<file path="src/rtl/fir_coef_loader_if.sv">
// Configuration bus between the coefficient loader (master) and the FIR filter (slave):
// coefficient write/readback, result-shift write/readback and the delay-line flush strobe.
interface fir_coef_loader_if #(
    parameter int coef_width  = 24,
    parameter int coef_count  = 16,
    parameter int max_shift   = 32,
    parameter int coef_id_w   = $clog2(coef_count),
    parameter int max_shift_w = $clog2(max_shift)
);
    logic [coef_id_w-1:0]   addr;
    logic [coef_width-1:0]  coef;
    logic                   coef_ready;
    logic                   coef_done;
    logic [coef_width-1:0]  coef_r;
    logic                   result_shift_ready;
    logic [max_shift_w-1:0] result_shift_i;
    logic                   result_shift_done;
    logic [max_shift_w-1:0] result_shift;
    logic                   flush;

    modport master (
        output addr, coef, coef_ready, result_shift_ready, result_shift_i, flush,
        input  coef_done, coef_r, result_shift_done, result_shift
    );

    modport slave (
        input  addr, coef, coef_ready, result_shift_ready, result_shift_i, flush,
        output coef_done, coef_r, result_shift_done, result_shift
    );
endinterface

</file>
<file path="src/rtl/fir_coef_loader.sv">
// Loads coef_count host words into the FIR filter with write/readback verification,
// then programs and verifies the result shift and flushes the delay lines.
module fir_coef_loader #(
    parameter int coef_width  = 24,
    parameter int coef_count  = 16,
    parameter int max_shift   = 32,
    parameter int timeout     = 15,
    localparam int coef_id_w   = $clog2(coef_count),
    localparam int max_shift_w = $clog2(max_shift)
) (
    input  logic                   clk,
    input  logic                   rst,
    input  logic                   start,
    input  logic [max_shift_w-1:0] shift_val,
    input  logic                   src_valid,
    input  logic [coef_width-1:0]  src_data,
    output logic                   src_ready,
    output logic                   busy,
    output logic                   done,
    output logic                   error,
    output logic [1:0]             err_code,
    output logic [coef_id_w-1:0]   err_addr,
    output logic [2:0]             dbg_state,
    fir_coef_loader_if.master      bus
);

    localparam logic [2:0] S_IDLE     = 3'd0;
    localparam logic [2:0] S_FETCH    = 3'd1;
    localparam logic [2:0] S_WRITE    = 3'd2;
    localparam logic [2:0] S_READ     = 3'd3;
    localparam logic [2:0] S_CMP      = 3'd4;
    localparam logic [2:0] S_SHIFT_WR = 3'd5;
    localparam logic [2:0] S_FLUSH    = 3'd6;
    localparam logic [2:0] S_DONE     = 3'd7;

    localparam logic [1:0] ERR_NONE    = 2'b00;
    localparam logic [1:0] ERR_COEF    = 2'b01;
    localparam logic [1:0] ERR_TIMEOUT = 2'b10;
    localparam logic [1:0] ERR_SHIFT   = 2'b11;

    localparam int tcnt_w = $clog2(timeout + 1);
    localparam logic [tcnt_w-1:0]    tcnt_last = tcnt_w'(timeout - 1);
    localparam logic [coef_id_w-1:0] last_addr = coef_id_w'(coef_count - 1);

    logic [2:0]             state, state_d;
    logic [coef_id_w-1:0]   addr_q;
    logic [coef_width-1:0]  coef_q;
    logic [max_shift_w-1:0] shift_q;
    logic [tcnt_w-1:0]      tcnt;
    logic                   error_q;
    logic [1:0]             err_code_q;
    logic [coef_id_w-1:0]   err_addr_q;

    logic start_acc;
    logic write_ack;
    logic tmo;
    logic coef_bad;
    logic shift_bad;
    logic is_last;
    logic tcnt_clr;
    logic err_set;
    logic [1:0]           err_code_d;
    logic [coef_id_w-1:0] err_addr_d;

    // Host stream: a word moves only on a cycle where src_valid and src_ready are both
    // high; src_data must be stable while src_valid is high and src_ready is low.
    assign start_acc = (state == S_IDLE) && start;
    // The filter needs coef_ready for at least two cycles, so an ack in the first is ignored.
    assign write_ack = bus.coef_done && (tcnt != '0);
    assign tmo       = (tcnt == tcnt_last);
    assign coef_bad  = (bus.coef_r != coef_q);
    assign shift_bad = (bus.result_shift != shift_q);
    assign is_last   = (addr_q == last_addr);

    always_comb begin
        state_d = state;
        case (state)
            S_IDLE:     if (start) state_d = S_FETCH;
            S_FETCH:    if (src_valid) state_d = S_WRITE;
            S_WRITE: begin
                if (write_ack)  state_d = S_READ;
                else if (tmo)   state_d = S_DONE;
            end
            S_READ:     state_d = S_CMP;
            S_CMP: begin
                if (coef_bad)     state_d = S_DONE;
                else if (is_last) state_d = S_SHIFT_WR;
                else              state_d = S_FETCH;
            end
            S_SHIFT_WR: begin
                if (bus.result_shift_done) state_d = shift_bad ? S_DONE : S_FLUSH;
                else if (tmo)              state_d = S_DONE;
            end
            S_FLUSH:    state_d = S_DONE;
            S_DONE:     state_d = S_IDLE;
            default:    state_d = S_IDLE;
        endcase
    end

    always_comb begin
        err_set    = 1'b0;
        err_code_d = ERR_NONE;
        err_addr_d = addr_q;
        case (state)
            S_WRITE: begin
                if (!write_ack && tmo) begin
                    err_set    = 1'b1;
                    err_code_d = ERR_TIMEOUT;
                end
            end
            S_CMP: begin
                if (coef_bad) begin
                    err_set    = 1'b1;
                    err_code_d = ERR_COEF;
                end
            end
            S_SHIFT_WR: begin
                if (bus.result_shift_done && shift_bad) begin
                    err_set    = 1'b1;
                    err_code_d = ERR_SHIFT;
                    err_addr_d = last_addr;
                end else if (!bus.result_shift_done && tmo) begin
                    err_set    = 1'b1;
                    err_code_d = ERR_TIMEOUT;
                    err_addr_d = last_addr;
                end
            end
            default: ;
        endcase
    end

    // The ack-wait counter restarts whenever WRITE or SHIFT_WR is entered.
    assign tcnt_clr = ((state_d == S_WRITE)    && (state != S_WRITE)) ||
                      ((state_d == S_SHIFT_WR) && (state != S_SHIFT_WR));

    always_ff @(posedge clk) begin
        if (rst) begin
            state      <= S_IDLE;
            addr_q     <= '0;
            coef_q     <= '0;
            shift_q    <= '0;
            tcnt       <= '0;
            error_q    <= 1'b0;
            err_code_q <= ERR_NONE;
            err_addr_q <= '0;
        end else begin
            state <= state_d;

            if (start_acc) begin
                shift_q <= shift_val;
                addr_q  <= '0;
            end else if ((state == S_CMP) && !coef_bad && !is_last) begin
                addr_q <= addr_q + 1'b1;
            end

            if ((state == S_FETCH) && src_valid) coef_q <= src_data;

            if (tcnt_clr) tcnt <= '0;
            else if ((state == S_WRITE) || (state == S_SHIFT_WR)) tcnt <= tcnt + 1'b1;

            if (start_acc) begin
                error_q    <= 1'b0;
                err_code_q <= ERR_NONE;
                err_addr_q <= '0;
            end else if (err_set) begin
                error_q    <= 1'b1;
                err_code_q <= err_code_d;
                err_addr_q <= err_addr_d;
            end
        end
    end

    // Strobes decode from one state each, so they can never overlap.
    assign src_ready              = (state == S_FETCH);
    assign bus.coef_ready         = (state == S_WRITE);
    assign bus.result_shift_ready = (state == S_SHIFT_WR);
    assign bus.flush              = (state == S_FLUSH);
    assign bus.addr               = addr_q;
    assign bus.coef               = coef_q;
    assign bus.result_shift_i     = shift_q;
    assign busy                   = (state != S_IDLE);
    assign done                   = (state == S_DONE);
    assign error                  = error_q;
    assign err_code               = err_code_q;
    assign err_addr               = err_addr_q;
    assign dbg_state              = state;

endmodule

</file>
<file path="src/flat_wrapper.sv">
// flat-port wrapper written by rule: the top's interface ports become plain ports
module fir_coef_loader_flat 
#(
    parameter int coef_width  = 24,
    parameter int coef_count  = 16,
    parameter int max_shift   = 32,
    parameter int timeout     = 15,
    localparam int coef_id_w   = $clog2(coef_count),
    localparam int max_shift_w = $clog2(max_shift)
)
  (clk, rst, start, shift_val, src_valid, src_data, src_ready, busy, done, error, err_code, err_addr, dbg_state, bus_addr, bus_coef, bus_coef_ready, bus_result_shift_ready, bus_result_shift_i, bus_flush, bus_coef_done, bus_coef_r, bus_result_shift_done, bus_result_shift);
  fir_coef_loader_if #(.coef_width(coef_width), .coef_count(coef_count), .max_shift(max_shift)) bus_i ();
  input  logic clk;
  input  logic rst;
  input  logic start;
  input  logic [max_shift_w-1:0] shift_val;
  input  logic src_valid;
  input  logic [coef_width-1:0] src_data;
  output logic src_ready;
  output logic busy;
  output logic done;
  output logic error;
  output logic [1:0] err_code;
  output logic [coef_id_w-1:0] err_addr;
  output logic [2:0] dbg_state;
  output wire logic [$bits(bus_i.addr)-1:0] bus_addr;
  output wire logic [$bits(bus_i.coef)-1:0] bus_coef;
  output wire logic [$bits(bus_i.coef_ready)-1:0] bus_coef_ready;
  output wire logic [$bits(bus_i.result_shift_ready)-1:0] bus_result_shift_ready;
  output wire logic [$bits(bus_i.result_shift_i)-1:0] bus_result_shift_i;
  output wire logic [$bits(bus_i.flush)-1:0] bus_flush;
  input wire logic [$bits(bus_i.coef_done)-1:0] bus_coef_done;
  input wire logic [$bits(bus_i.coef_r)-1:0] bus_coef_r;
  input wire logic [$bits(bus_i.result_shift_done)-1:0] bus_result_shift_done;
  input wire logic [$bits(bus_i.result_shift)-1:0] bus_result_shift;
  assign bus_addr = bus_i.addr;
  assign bus_coef = bus_i.coef;
  assign bus_coef_ready = bus_i.coef_ready;
  assign bus_result_shift_ready = bus_i.result_shift_ready;
  assign bus_result_shift_i = bus_i.result_shift_i;
  assign bus_flush = bus_i.flush;
  assign bus_i.coef_done = bus_coef_done;
  assign bus_i.coef_r = bus_coef_r;
  assign bus_i.result_shift_done = bus_result_shift_done;
  assign bus_i.result_shift = bus_result_shift;
  fir_coef_loader #(.coef_width(coef_width), .coef_count(coef_count), .max_shift(max_shift), .timeout(timeout)) u_core (.clk(clk), .rst(rst), .start(start), .shift_val(shift_val), .src_valid(src_valid), .src_data(src_data), .src_ready(src_ready), .busy(busy), .done(done), .error(error), .err_code(err_code), .err_addr(err_addr), .dbg_state(dbg_state), .bus(bus_i));
endmodule
</file>
<file path="config.mk">
export PLATFORM = sky130hd
export DESIGN_NAME = fir_coef_loader_flat
export DESIGN_NICKNAME = d
export VERILOG_FILES = /design/src/rtl/fir_coef_loader_if.sv /design/src/rtl/fir_coef_loader.sv /design/src/flat_wrapper.sv
export SDC_FILE = /design/constraint.sdc
export NUM_CORES = 1
export LEC_CHECK = 0
export BUFFER_PORTS_ARGS = -buffer_cell sky130_fd_sc_hd__buf_4
export CAP_MARGIN = 20
export CORE_MARGIN = 3
export CORE_UTILIZATION = 42
export CTS_CLUSTER_SIZE = 28
export DETAILED_ROUTE_END_ITERATION = 6
export PLACE_DENSITY = 0.76
export SLEW_MARGIN = 20
export SYNTH_ARGS = -nofsm -noshare
export SYNTH_HDL_FRONTEND = slang
export SYNTH_SLANG_ARGS = --single-unit
</file>
<file path="constraint.sdc">
create_clock -name clk -period 1.75 [get_ports clk]
set_clock_uncertainty 0.1 [all_clocks]
set_input_delay 0.35 -clock clk [delete_from_list [all_inputs] [get_ports clk]]
set_output_delay 0.35 -clock clk [all_outputs]
set_load 0.05 [all_outputs]
</file>
# Word level (Yosys, flattened, before mapping)

Index checks and enable logic that the tools add are counted.

Register bits after elaboration: 47
Input port bits: 64
Output and inout port bits: 49

Add/sub/neg operators: 2
Equality and inequality tests: 15
Mux-type cells: 22
Reduce and logical (&&, ||, !) cells: 21

Operators with widths:

| kind                                                             | number |
|---|---|
| 24-bit != test                                                   | 1 |
| 3-bit case mux with 8 select lines                               | 1 |
| 3-bit 2-to-1 mux                                                 | 7 |
| 3-bit == test (second input constant)                            | 5 |
| 4-bit 2-to-1 mux                                                 | 3 |
| 1-bit logical AND                                                | 10 |
| 3-bit by 2-bit == test with 1-bit output (second input constant) | 3 |
| 4-bit by 1-bit adder with 4-bit output (second input constant)   | 2 |
| 4-bit == test (second input constant)                            | 2 |
| 1-bit 2-to-1 mux                                                 | 6 |
| 2-bit 2-to-1 mux                                                 | 3 |
| 2-bit case mux with 3 select lines                               | 1 |
| 5-bit != test                                                    | 1 |
| 1-bit zero test                                                  | 4 |
| 4-bit nonzero test                                               | 1 |
| 2-bit OR reduction                                               | 2 |
| 3-bit by 1-bit == test with 1-bit output (second input constant) | 1 |
| 3-bit zero test                                                  | 1 |
| 3-bit by 2-bit != test with 1-bit output (second input constant) | 1 |
| 3-bit != test (second input constant)                            | 1 |
| 1-bit case mux with 3 select lines                               | 1 |
| 3-bit nonzero test                                               | 1 |
| 1-bit logical OR                                                 | 2 |

# Longest topological paths before layout

Gate-level depths: netlist of run 1.

Depth in word-level cells: 8
Gate-level depth with buffers: 8
Depth with buffers taken out: 8

# Least setup slack after synthesis of run 1

No wires, ideal clock.

Kind: register to register
From: register u_core.state[0] (netlist: u_core.dbg_state[0])
To: register u_core.err_addr_q[0] (netlist: u_core.err_addr[0])
Library setup time: 0.122 ns
Arrival time: 2.286 ns
Slack: -0.757 ns
Stages on the path, launching flop included: 7
Buffers on the path: 0
Clock period less this slack: 2.507 ns
Cells stage by stage: dfxtp_1 > and3b_1 > o21ai_1 > a31oi_4 > a21oi_2 > and2_4 > o311a_1

RTL lines:

| what                                                                          | line                   | RTL |
|---|---|---|
| start: declaration                                                            | fir_coef_loader.sv:45  | `logic [2:0] state, state_d;` |
| start signal: assignment                                                      | fir_coef_loader.sv:147 | `state <= state_d;` |
| 3-bit == test (*)                                                             | n/a                    |  |
| net bus_result_shift_ready                                                    | flat_wrapper.sv:29     | `output wire logic [$bits(bus_i.result_shift_ready)-1:0] bus_result_shift_ready;` |
| 1-bit case mux with 3 select lines / 4-bit 2-to-1 mux (equally long branches) | fir_coef_loader.sv:104 | `case (state)` |
| end signal: assignment                                                        | fir_coef_loader.sv:168 | `err_addr_q <= err_addr_d;` |
| end: declaration                                                              | fir_coef_loader.sv:52  | `logic [coef_id_w-1:0] err_addr_q;` |

The timed path passes the listed nets; every way through them passes the cells marked *.
A chain may end at the register's enable or synchronous reset.

# Worst setup path after layout of run 1

From: register u_core.tcnt[0]
To: register u_core.err_addr_q[1] (netlist: u_core.err_addr[1])

Word-level cells in the longest chain between the ends: 6

Ends and longest elaborated chain:

| what                               | line                   | RTL |
|---|---|---|
| start: declaration                 | fir_coef_loader.sv:49  | `logic [tcnt_w-1:0] tcnt;` |
| start signal: assignment           | fir_coef_loader.sv:159 | `else if ((state == S_WRITE) \|\| (state == S_SHIFT_WR)) tcnt <= tcnt + 1'b1;` |
| 4-bit nonzero test                 | fir_coef_loader.sv:69  | `assign write_ack = bus.coef_done && (tcnt != '0);` |
| 1-bit logical AND                  | fir_coef_loader.sv:69  |  |
| 1-bit zero test                    | fir_coef_loader.sv:106 | `if (!write_ack && tmo) begin` |
| 1-bit logical AND                  | fir_coef_loader.sv:106 |  |
| 1-bit 2-to-1 mux                   | fir_coef_loader.sv:106 |  |
| 1-bit case mux with 3 select lines | fir_coef_loader.sv:104 |  |

Several ways; a longest one is shown, not always the timed one.

==> metrics.yaml, run 1 <==
hold-path-endpoint: "u_core.bus.coef[16]"
post-route-drc-count: 0
finalNetCount: 495
r2r_end: "u_core.err_addr[1]"
ys_warn_count: 0
final_period_minus_worst_setup_slack_ps: 1810
layout_worst_path_cycle_share_pct: 103
ys_top_cells_by_area: "sky130_fd_sc_hd__dfxtp_1 39%, sky130_fd_sc_hd__xor2_1 11%, sky130_fd_sc_hd__nand2_1 8.9%"
synth_top_area_share_pct: 39.0
synth.cell_area_mm2: 0.00241
dieArea_mm2: 0.00670
max_slew_violation_count: 0
place.detailed.instances: 472
cts-root-buf: "sky130_fd_sc_hd__clkbuf_8"
io_pins: 113
area_growth_pct: 67.2
drt_first_iter_violations: 97
number_of_nets_with_antenna_violations_after_routing: 0
placement.io_buffers: 112
total_leakage_power_uw: 0.00183
synthDistinctLibCells: 44
tritoncts: "yes"
final_cells: 498
status: "finished, violations left"
violations_in_the_final_reports: "negative setup slack"
vias: 2442
via_per_inst: 4.90
detailedPlace.worstSlack_ps: -216
dpl.hpwl_um: 5360
post-synth-top-count-cell: "sky130_fd_sc_hd__nand2_1"
fin_tns_setup_ps: -350
grt_pass1_wl_um: 10800
regToRegSetupSlack_ps: -60
placement.cell_area_mm2: 0.00362
fillerInstances: 403
number_of_endpoints_with_negative_hold_slack_in_the_final_report: 0
grt.overflow.total: 0
insertedDiodeCount: 0
synth.top_cells.by_count: "57 x sky130_fd_sc_hd__nand2_1, 47 x sky130_fd_sc_hd__dfxtp_1, 35 x sky130_fd_sc_hd__a21oi_1"
final_design_area_no_fill_mm2: 0.00404
min-delay-start: "src_data[16]"
dr_wl_met3_um: 424
synth_enable_flop_cells: 0
seq_area_frac_synth_pct: 39.0
timing.hold.worst.class: "in2reg"
maximum_number_of_pins_on_one_net_before_global_route_repair: 29
dieWidth_um: 81.8
top_layer: "met4"
fin_util_pct: 75.7
cts-buffers-inserted: 5
timing.final.setup_violations: 13
cts-hold-fix-buffers: 0
maxSlewHeadroom_pct: 72.6
critical_path_class: "reg2reg"
fp.coreArea_mm2: 0.00534
synth_flop_cell: "sky130_fd_sc_hd__dfxtp_1"
route.layer.met1.wl_um: 2870
drive_above_1_share_pct: 55.1
clk-insertion-delay-late_ps: 290
path_clk_slew_ps: 80
ff2ff_path_depth: 8
floorplan.rows: 26
drt_wl_total_um: 7230
fin_ws_ps: -55.2
maxClockFrequency_mhz: 554
global_route.usage.total_pct: 20.4
synthCells: 276
p_per_area_mw_per_mm2: 644
path_max_fanout: 5
start_kind: "flip-flop"
worstReg2RegStart: "u_core.tcnt[0]"
cap_violations: 0
route.detailed.wl_per_inst_um: 14.5
postSynth.asyncResetShare_pct: 0
synth_largest_area_cell: "sky130_fd_sc_hd__dfxtp_1"
highest_ir_drop_seen_on_vdd_mv: 0.495
initial_utilization_pct: 45.3
max_h_tree_level: 2
route.met2.wl_um: 3890
holdPathStages: 3
setup_repair_after_global_routing_missed_its_margin: "yes"
max-clock-path-buffers: 2
gpl.final_weighted_congestion: 0.784
cp-end-kind: "flip-flop"
req_time_crit_path_ps: 1840
drt_pre_antenna_iters: 4
yosys_register_bits: 47
grt_pass1_vias: 2422
syn_nets: 344
numClockSinks: 47
antenna_violations_before_repair: 0
wp_data_arrival_ps: 1890
syn_avg_cell_area_um2: 8.75
tightestPinTransition_ps: 410
die_height_um: 81.8
## stage by stage
stage,power [uW],hold WS [ps]
4_1_cts,2560,183
5_1_grt,2720,184
2_1_floorplan,1600,376
3_3_place_gp,1890,340
3_5_place_dp,1900,346
6_report,2600,191
## power by group
| part | leakage, uW | internal (uW) | switching [uW] |
|---|---|---|---|
| Sequential | 0.000399 | 1110 | 40.0 |
| Combinational | 0.00139 | 368 | 450 |
| Clock | 0.0000477 | 274 | 358 |
| Total | 0.00183 | 1750 | 848 |
## flip-flops by register name, summed over array words and instances, names as in the netlist
name and cells:
u_core.bus.addr 4, u_core.bus.coef 24, u_core.bus.result_shift_i 5, u_core.dbg_state 3
u_core.err_addr 4, u_core.err_code 2, u_core.error 1, u_core.tcnt 4
## cells by family after synthesis
kind of cell	after synthesis	synth area share, %
compound gates	51	13.5
xor+xnor	32	11.6
fa+ha+maj	4	2.07
buf+inv	18	3.16
flops	47	39.0
mux	8	3.32
simple gates	116	27.4
## layer usage
layer,global-route usage (%),vias to the layer above
met4,5.65,0
met2,36.8,71
met5,0,-
met3,4.06,4
met1,24.6,1117
li1,-,1250
## critical path: stages (launching register included)
cell,delay [ps]
sky130_fd_sc_hd__dfxtp_1,320
sky130_fd_sc_hd__inv_1,80
sky130_fd_sc_hd__ha_2,180
sky130_fd_sc_hd__and3_4,200
sky130_fd_sc_hd__o21ai_2,70
sky130_fd_sc_hd__a31oi_4,180
sky130_fd_sc_hd__a21oi_4,70
sky130_fd_sc_hd__and2_4,180
sky130_fd_sc_hd__o311a_1,320
## layout by cell type (no fill, tap or decap), types with 3 or more instances in the layout
cell,instances
sky130_fd_sc_hd__nor4_1,3
sky130_fd_sc_hd__ha_1,3
sky130_fd_sc_hd__dfxtp_4,12
sky130_fd_sc_hd__dfxtp_2,20
sky130_fd_sc_hd__xor2_1,28
sky130_fd_sc_hd__nor2_2,3
sky130_fd_sc_hd__inv_1,5
sky130_fd_sc_hd__buf_12,5
sky130_fd_sc_hd__and3_1,4
sky130_fd_sc_hd__dfxtp_1,15
sky130_fd_sc_hd__clkinv_2,3
sky130_fd_sc_hd__o311a_1,4
sky130_fd_sc_hd__nor4_4,5
sky130_fd_sc_hd__a21oi_1,33
sky130_fd_sc_hd__nor4_2,3
sky130_fd_sc_hd__buf_8,3
sky130_fd_sc_hd__buf_6,6
sky130_fd_sc_hd__nand3b_1,4
sky130_fd_sc_hd__buf_4,143
sky130_fd_sc_hd__clkbuf_8,5
sky130_fd_sc_hd__nand2_1,57
sky130_fd_sc_hd__mux2i_1,8
sky130_fd_sc_hd__nor2_1,15
## area by class of cell
type	count	area [um^2]	area share (%)
tap	70	87.6	2.17
multi-input combinational	211	1550	38.4
clock buffer	5	68.8	1.70
clock inverter	3	15.0	0.372
timing repair buffer	157	1290	31.9
inverter	5	18.8	0.465
sequential	47	1010	25.0
## worst max-delay path by stage
stage                                    from                 end  slack [ps]  depth (start not counted)
after CTS                 u_core.bus.coef[10]  u_core.err_addr[2]         -80                          7
after global placement          bus_coef_r[7]  u_core.err_addr[2]        -180                          7
final                          u_core.tcnt[0]  u_core.err_addr[1]         -60                          8
after detailed placement        bus_coef_r[9]  u_core.err_addr[2]        -220                          7
after floorplan           u_core.dbg_state[1]  u_core.err_addr[0]        -120                          6
after global routing       u_core.bus.coef[7]  u_core.bus.addr[3]        -160                          6
## what timing repair did
action / in CTS / in global routing
gates resized for setup: 15 / 22
pin swaps: 12 / 19
setup buffers: 5 / 13
setup endpoints to repair: 20 / 21
No activity file was read; power rests on OpenSTA's default activity.
==> run 2, diff against run 1 <==
--- a/config.mk
+++ b/config.mk
@@ -5,13 +5,12 @@
 export SDC_FILE = /design/constraint.sdc
 export NUM_CORES = 1
 export LEC_CHECK = 0
-export BUFFER_PORTS_ARGS = -buffer_cell sky130_fd_sc_hd__buf_4
 export CAP_MARGIN = 20
 export CORE_MARGIN = 3
-export CORE_UTILIZATION = 42
+export CORE_UTILIZATION = 45
 export CTS_CLUSTER_SIZE = 28
 export DETAILED_ROUTE_END_ITERATION = 6
-export PLACE_DENSITY = 0.76
+export DONT_BUFFER_PORTS = 1
 export SLEW_MARGIN = 20
 export SYNTH_ARGS = -nofsm -noshare
 export SYNTH_HDL_FRONTEND = slang
==> metrics.yaml, run 2 (same netlist as run 1, synthesis figures left out) <==
setup_repair_after_global_routing_missed_its_margin: "yes"  # unchanged
share_clk_of_total_power_pct: 30.0  # was 24.3%
max_slew_violation_count: 0  # unchanged
drt_first_iter_violations: 122  # was 97
final_cell_mix: "57 x sky130_fd_sc_hd__nand2_1, 50 x sky130_fd_sc_hd__buf_4, 35 x sky130_fd_sc_hd__a21oi_1"  # was 143 x sky130_fd_sc_hd__buf_4, 57 x sky130_fd_sc_hd__nand2_1, 33 x sky130_fd_sc_hd__a21oi_1
via_per_inst: 5.14  # was 4.90
dpl.hpwl_um: 4420  # was 5360 um
internal_power_uw: 1690  # was 1750 uW
req_time_crit_path_ps: 1900  # was 1840 ps
combinationalPowerShare_pct: 22.9  # was 31.4%
holdPathStages: 1  # was 3
final_design_area_no_fill_mm2: 0.00320  # was 0.00404 mm^2
grt_pass1_wl_um: 9320  # was 10800 um
final_period_minus_worst_setup_slack_ps: 1800  # was 1810 ps
critical_path_class: "reg2reg"  # unchanged
dieArea_mm2: 0.00628  # was 0.00670 mm^2
power_switching_share_pct: 32.1  # was 32.6%
final_cells: 400  # was 498
dieWidth_um: 79.3  # was 81.8 um
path_clk_slew_ps: 90  # was 80 ps
io_pins: 113  # unchanged
max_h_tree_level: 2  # unchanged
p_per_area_mw_per_mm2: 776  # was 644 mW/mm^2
route.detailed.wl_per_inst_um: 15.3  # was 14.5 um
cp-end-kind: "flip-flop"  # unchanged
insertedDiodeCount: 0  # unchanged
vias: 2054  # was 2442
cts-root-buf: "sky130_fd_sc_hd__clkbuf_8"  # unchanged
clk-insertion-delay-late_ps: 290  # about the same
violations_in_the_final_reports: "negative setup slack"  # unchanged
number_of_endpoints_with_negative_hold_slack_in_the_final_report: 0  # unchanged
timing.hold.worst.class: "in2reg"  # unchanged
maximum_number_of_pins_on_one_net_before_global_route_repair: 29  # unchanged
path_max_fanout: 7  # was 5
timing.final.setup_violations: 6  # was 13
maxSlewHeadroom_pct: 38.3  # was 72.6%
die_height_um: 79.3  # was 81.8 um
highest_ir_drop_seen_on_vdd_mv: 0.449  # was 0.495 mV
fillerInstances: 484  # was 403
worstReg2RegStart: "u_core.bus.coef[12]"  # was u_core.tcnt[0]
layout_worst_path_cycle_share_pct: 103  # about the same
fp.coreArea_mm2: 0.00514  # was 0.00534 mm^2
floorplan.rows: 26  # unchanged
fin_util_pct: 62.3  # was 75.7%
tritoncts: "yes"  # unchanged
drt_wl_total_um: 6130  # was 7230 um
power.net_switching_uw: 796  # was 848 uW
tightestPinTransition_ps: 923  # was 410 ps
finalNetCount: 397  # was 495
total_leakage_power_uw: 0.00133  # was 0.00183 uW
placement.cell_area_mm2: 0.00297  # was 0.00362 mm^2
drive_above_1_share_pct: 38.8  # was 55.1%
cap_violations: 0  # unchanged
layout_commonest_cell: "sky130_fd_sc_hd__nand2_1"  # was sky130_fd_sc_hd__buf_4
area_growth_pct: 32.5  # was 67.2%
r2r_end: "u_core.err_addr[3]"  # was u_core.err_addr[1]
numClockSinks: 47  # unchanged
global_route.usage.total_pct: 18.8  # was 20.4%
gpl.final_weighted_congestion: 0.780  # was 0.784
regToRegSetupSlack_ps: -50  # was -60 ps
timing.critical_path.from: "u_core.bus.coef[12]"  # was u_core.tcnt[0]
placement.io_buffers: 0  # was 112
max-clock-path-buffers: 2  # unchanged
largest_register_ffs: 24  # unchanged
post-route-drc-count: 0  # unchanged
place.detailed.instances: 385  # was 472
status: "finished, violations left"  # unchanged
hold-path-endpoint: "u_core.bus.coef[18]"  # was u_core.bus.coef[16]
seq_power_share_pct: 47.1  # was 44.2%
ff2ff_path_depth: 6  # was 8
grt.overflow.total: 0  # unchanged
maxClockFrequency_mhz: 555  # was 554 MHz
initial_utilization_pct: 47.0  # was 45.3%
cts-buffers-inserted: 5  # unchanged
start_kind: "flip-flop"  # unchanged
wp_data_arrival_ps: 1950  # was 1890 ps
drt_pre_antenna_iters: 4  # unchanged
antenna_violations_before_repair: 0  # unchanged
grt_pass1_vias: 1960  # was 2422
number_of_nets_with_antenna_violations_after_routing: 0  # unchanged
fin_ws_ps: -51.0  # was -55.2 ps
min-delay-start: "rst"  # was src_data[16]
[run 2: cell count changes in the layout (fill, tap and decap cells not counted), moves of 2 or more]
cell / change
sky130_fd_sc_hd__buf_4: -93
sky130_fd_sc_hd__nor4_1: +4
sky130_fd_sc_hd__buf_6: -3
sky130_fd_sc_hd__buf_8: -3
sky130_fd_sc_hd__clkinv_2: -3
sky130_fd_sc_hd__dlygate4sd3_1: +3
sky130_fd_sc_hd__nor4_2: -3
sky130_fd_sc_hd__xor2_2: +3
sky130_fd_sc_hd__a21oi_1: +2
sky130_fd_sc_hd__a21oi_2: -2
sky130_fd_sc_hd__buf_12: -2
sky130_fd_sc_hd__dfxtp_2: +2
sky130_fd_sc_hd__xor2_4: -2
[run 2: stage by stage]
step                      power (uW)  setup WS [ps]  hold slack [ps]  setup TNS, ps
after floorplan                 1600           -117              376           -658
after global placement          1720           -134              314          -1150
after detailed placement        1720           -116              315           -988
after CTS                       2490          -95.7            0.866           -530
after global routing            2590           -147             2.60          -1430
final                           2480          -51.0             20.5           -264
[run 2: layout make-up]
cell class	count	area, um^2	share of cell area (%)
clock buffers	7	97.6	3.05
clock inverters	1	6.26	0.195
inverters	5	18.8	0.586
multi-input cells	211	1480	46.3
flip-flops and latches	47	1010	31.5
well taps	70	87.6	2.74
repair buffers	59	499	15.6
[run 2: how the worst max path moves through the flow]
stage	slack (ps)	cells past startpoint	to
after global routing	-150	6	u_core.err_addr[1]
final	-50	6	u_core.err_addr[3]
after detailed placement	-120	6	u_core.err_addr[1]
after CTS	-100	6	u_core.err_addr[1]
after floorplan	-120	6	u_core.err_addr[0]
after global placement	-130	6	u_core.err_addr[3]
[run 2: metal layers]
layer / global-route usage, % / part of all wire [%]
met5: 0 / 0
met4: 5.15 / 0.44
met3: 6.46 / 7.5
met2: 31.0 / 49
met1: 23.4 / 43
[run 2: what timing repair did]
| item | 4_1_cts | 5_1_grt |
|---|---|---|
| gates resized for setup | 10 | 7 |
| pin swaps | 12 | 9 |
| hold endpoints to repair | 22 | 6 |
| buffers inserted | 2 | 2 |
| hold buffers | 2 | 1 |
| setup endpoints to repair | 16 | 20 |
[run 2: worst max-delay path, cell delays in order, from the launching register on]
cell and delay [ps]:
sky130_fd_sc_hd__dfxtp_2 340, sky130_fd_sc_hd__xor2_1 180, sky130_fd_sc_hd__nor4_4 340, sky130_fd_sc_hd__nand4_4 180, sky130_fd_sc_hd__o21ai_4 250, sky130_fd_sc_hd__and2_4 220, sky130_fd_sc_hd__o311a_1 140
[run 2: power by group through the flow]
stage | clock [uW] | sequential (uW) | combinational (uW)
6_report | 745 | 1170 | 568
3_5_place_dp | 0 | 1190 | 530
2_1_floorplan | 0 | 1320 | 280
4_1_cts | 762 | 1170 | 556
5_1_grt | 808 | 1180 | 605
3_3_place_gp | 0 | 1190 | 527
==> run 3, diff against run 2 <==
--- a/config.mk
+++ b/config.mk
@@ -11,6 +11,7 @@
 export CTS_CLUSTER_SIZE = 28
 export DETAILED_ROUTE_END_ITERATION = 6
 export DONT_BUFFER_PORTS = 1
+export SKIP_CTS_REPAIR_TIMING = 1
 export SLEW_MARGIN = 20
 export SYNTH_ARGS = -nofsm -noshare
 export SYNTH_HDL_FRONTEND = slang
==> constraint.sdc (replaced) <==
create_clock -name clk -period 2.25 [get_ports clk]
set_clock_uncertainty 0.1 [all_clocks]
set_input_delay 0.45 -clock clk [delete_from_list [all_inputs] [get_ports clk]]
set_output_delay 0.45 -clock clk [all_outputs]
set_load 0.05 [all_outputs]
==> metrics.yaml, run 3 (same netlist as run 1, synthesis figures left out) <==
timing.final.setup_violations: 0  # was 6
number_of_endpoints_with_negative_hold_slack_in_the_final_report: 0  # unchanged
final_period_minus_worst_setup_slack_ps: 2100
maxClockFrequency_mhz: 476
post-route-drc-count: 0  # unchanged
placement.cell_area_mm2: 0.00279  # was 0.00297 mm^2
critical_path_class: "reg2out"  # was reg2reg
area_growth_pct: 18.9  # was 32.5%
total_leakage_power_uw: 0.00122  # was 0.00133 uW
die_height_um: 79.3  # unchanged
power.net_switching_uw: 595  # was 796 uW
route.detailed.wl_per_inst_um: 15.4  # was 15.3 um
drt_pre_antenna_iters: 4  # unchanged
tritoncts: "yes"  # unchanged
final_design_area_no_fill_mm2: 0.00287  # was 0.00320 mm^2
power_switching_share_pct: 32.9  # was 32.1%
req_time_crit_path_ps: 1700  # was 1900 ps
start_kind: "flip-flop"  # unchanged
final_cell_mix: "57 x sky130_fd_sc_hd__nand2_1, 45 x sky130_fd_sc_hd__buf_4, 45 x sky130_fd_sc_hd__dfxtp_1"  # was 57 x sky130_fd_sc_hd__nand2_1, 50 x sky130_fd_sc_hd__buf_4, 35 x sky130_fd_sc_hd__a21oi_1
max-clock-path-buffers: 2  # unchanged
timing.hold.worst.class: "in2reg"  # unchanged
fin_util_pct: 55.9  # was 62.3%
cts-root-buf: "sky130_fd_sc_hd__clkbuf_8"  # unchanged
grt_pass1_vias: 1825  # was 1960
cts-buffers-inserted: 5  # unchanged
fin_tns_setup_ps: 0  # was -264 ps
layout_worst_path_cycle_share_pct: 93.5
insertedDiodeCount: 0  # unchanged
numClockSinks: 47  # unchanged
dpl.hpwl_um: 4480  # was 4420 um
grt.overflow.total: 0  # unchanged
wp_data_arrival_ps: 1550  # was 1950 ps
setup_repair_after_global_routing_missed_its_margin: "no"  # was yes
dieArea_mm2: 0.00628  # unchanged
status: "completed"  # was finished, violations left
max_slew_violation_count: 0  # unchanged
fp.coreArea_mm2: 0.00514  # unchanged
number_of_nets_with_antenna_violations_after_routing: 0  # unchanged
p_per_area_mw_per_mm2: 630  # was 776 mW/mm^2
detailedPlace.worstSlack_ps: 262  # was -116 ps
tightestPinTransition_ps: 528  # was 923 ps
largest_register_ffs: 24  # unchanged
initial_utilization_pct: 47.0  # unchanged
path_clk_slew_ps: 90  # about the same
power_uw: 1810  # was 2480 uW
drt_wl_total_um: 5950  # was 6130 um
floorplan.rows: 26  # unchanged
seq_power_share_pct: 49.8  # was 47.1%
combinationalPowerShare_pct: 22.3  # was 22.9%
maxSlewHeadroom_pct: 64.8  # was 38.3%
maximum_number_of_pins_on_one_net_before_global_route_repair: 40  # was 29
internal_power_uw: 1210  # was 1690 uW
placement.io_buffers: 0  # unchanged
cp-end-kind: "output pin"  # was flip-flop
grt_pass1_wl_um: 9250  # was 9320 um
via_per_inst: 5.23  # was 5.14
io_pins: 113  # unchanged
drive_above_1_share_pct: 22.8  # was 38.8%
antenna_violations_before_repair: 0  # unchanged
fin_ws_ps: 147  # was -51.0 ps
path_max_fanout: 12  # was 7
highest_ir_drop_seen_on_vdd_mv: 0.278  # was 0.449 mV
cap_violations: 0  # unchanged
vias: 2019  # was 2054
share_clk_of_total_power_pct: 27.8  # was 30.0%
global_route.usage.total_pct: 18.4  # was 18.8%
drt_first_iter_violations: 89  # was 122
max_h_tree_level: 2  # unchanged
finalNetCount: 383  # was 397
gpl.final_weighted_congestion: 0.801  # was 0.780
dieWidth_um: 79.3  # unchanged
clk-insertion-delay-late_ps: 300  # was 290 ps
layout_commonest_cell: "sky130_fd_sc_hd__nand2_1"  # unchanged
==> run 3: per-stage QoR <==
step / hold WS [ps] / cells
finish: 115 / 386
global route: 91.5 / 386
CTS: 103 / 386
detailed placement: 425 / 378
global placement: 421 / 378
floorplan: 439 / 276
==> run 3: routing by layer <==
layer | wire length [um] | global-route usage [%]
met1 | 2590 | 24.3
met2 | 2950 | 29.4
met5 | 0 | 0
met3 | 354 | 5.22
met4 | 59 | 4.81
==> run 3: final timing paths <==
path / from / to / slack [ps] / depth (start not counted)
min: rst / u_core.dbg_state[2] / 120 / 1
max reg2reg: u_core.tcnt[0] / u_core.err_addr[3] / 240 / 8
max: u_core.dbg_state[0] / bus_coef_ready / 150 / 4
min reg2reg: u_core.dbg_state[2] / u_core.dbg_state[2] / 490 / 2
==> run 3: area by class of cell <==
type	instances	area, um^2
Tap cell	70	87.6
Multi-Input combinational cell	211	1400
Fill cell	516	2270
Timing Repair Buffer	45	338
Clock inverter	2	12.5
Sequential cell	47	943
Inverter	5	18.8
Clock buffer	6	72.6
==> run 3: power groups by stage <==
stage                     Clock, uW  Sequential [uW]  Combinational, uW
after CTS                       523              903                407
after floorplan                   0             1030                215
after global routing            560              907                433
after global placement            0              922                402
final                           504              902                404
after detailed placement          0              922                406
==> run 3: worst max-delay path, stage by stage (launching register included) <==
cell and delay, ps:
sky130_fd_sc_hd__dfxtp_2 390, sky130_fd_sc_hd__buf_4 220, sky130_fd_sc_hd__nand2b_1 220, sky130_fd_sc_hd__nor2_2 180, sky130_fd_sc_hd__buf_4 230
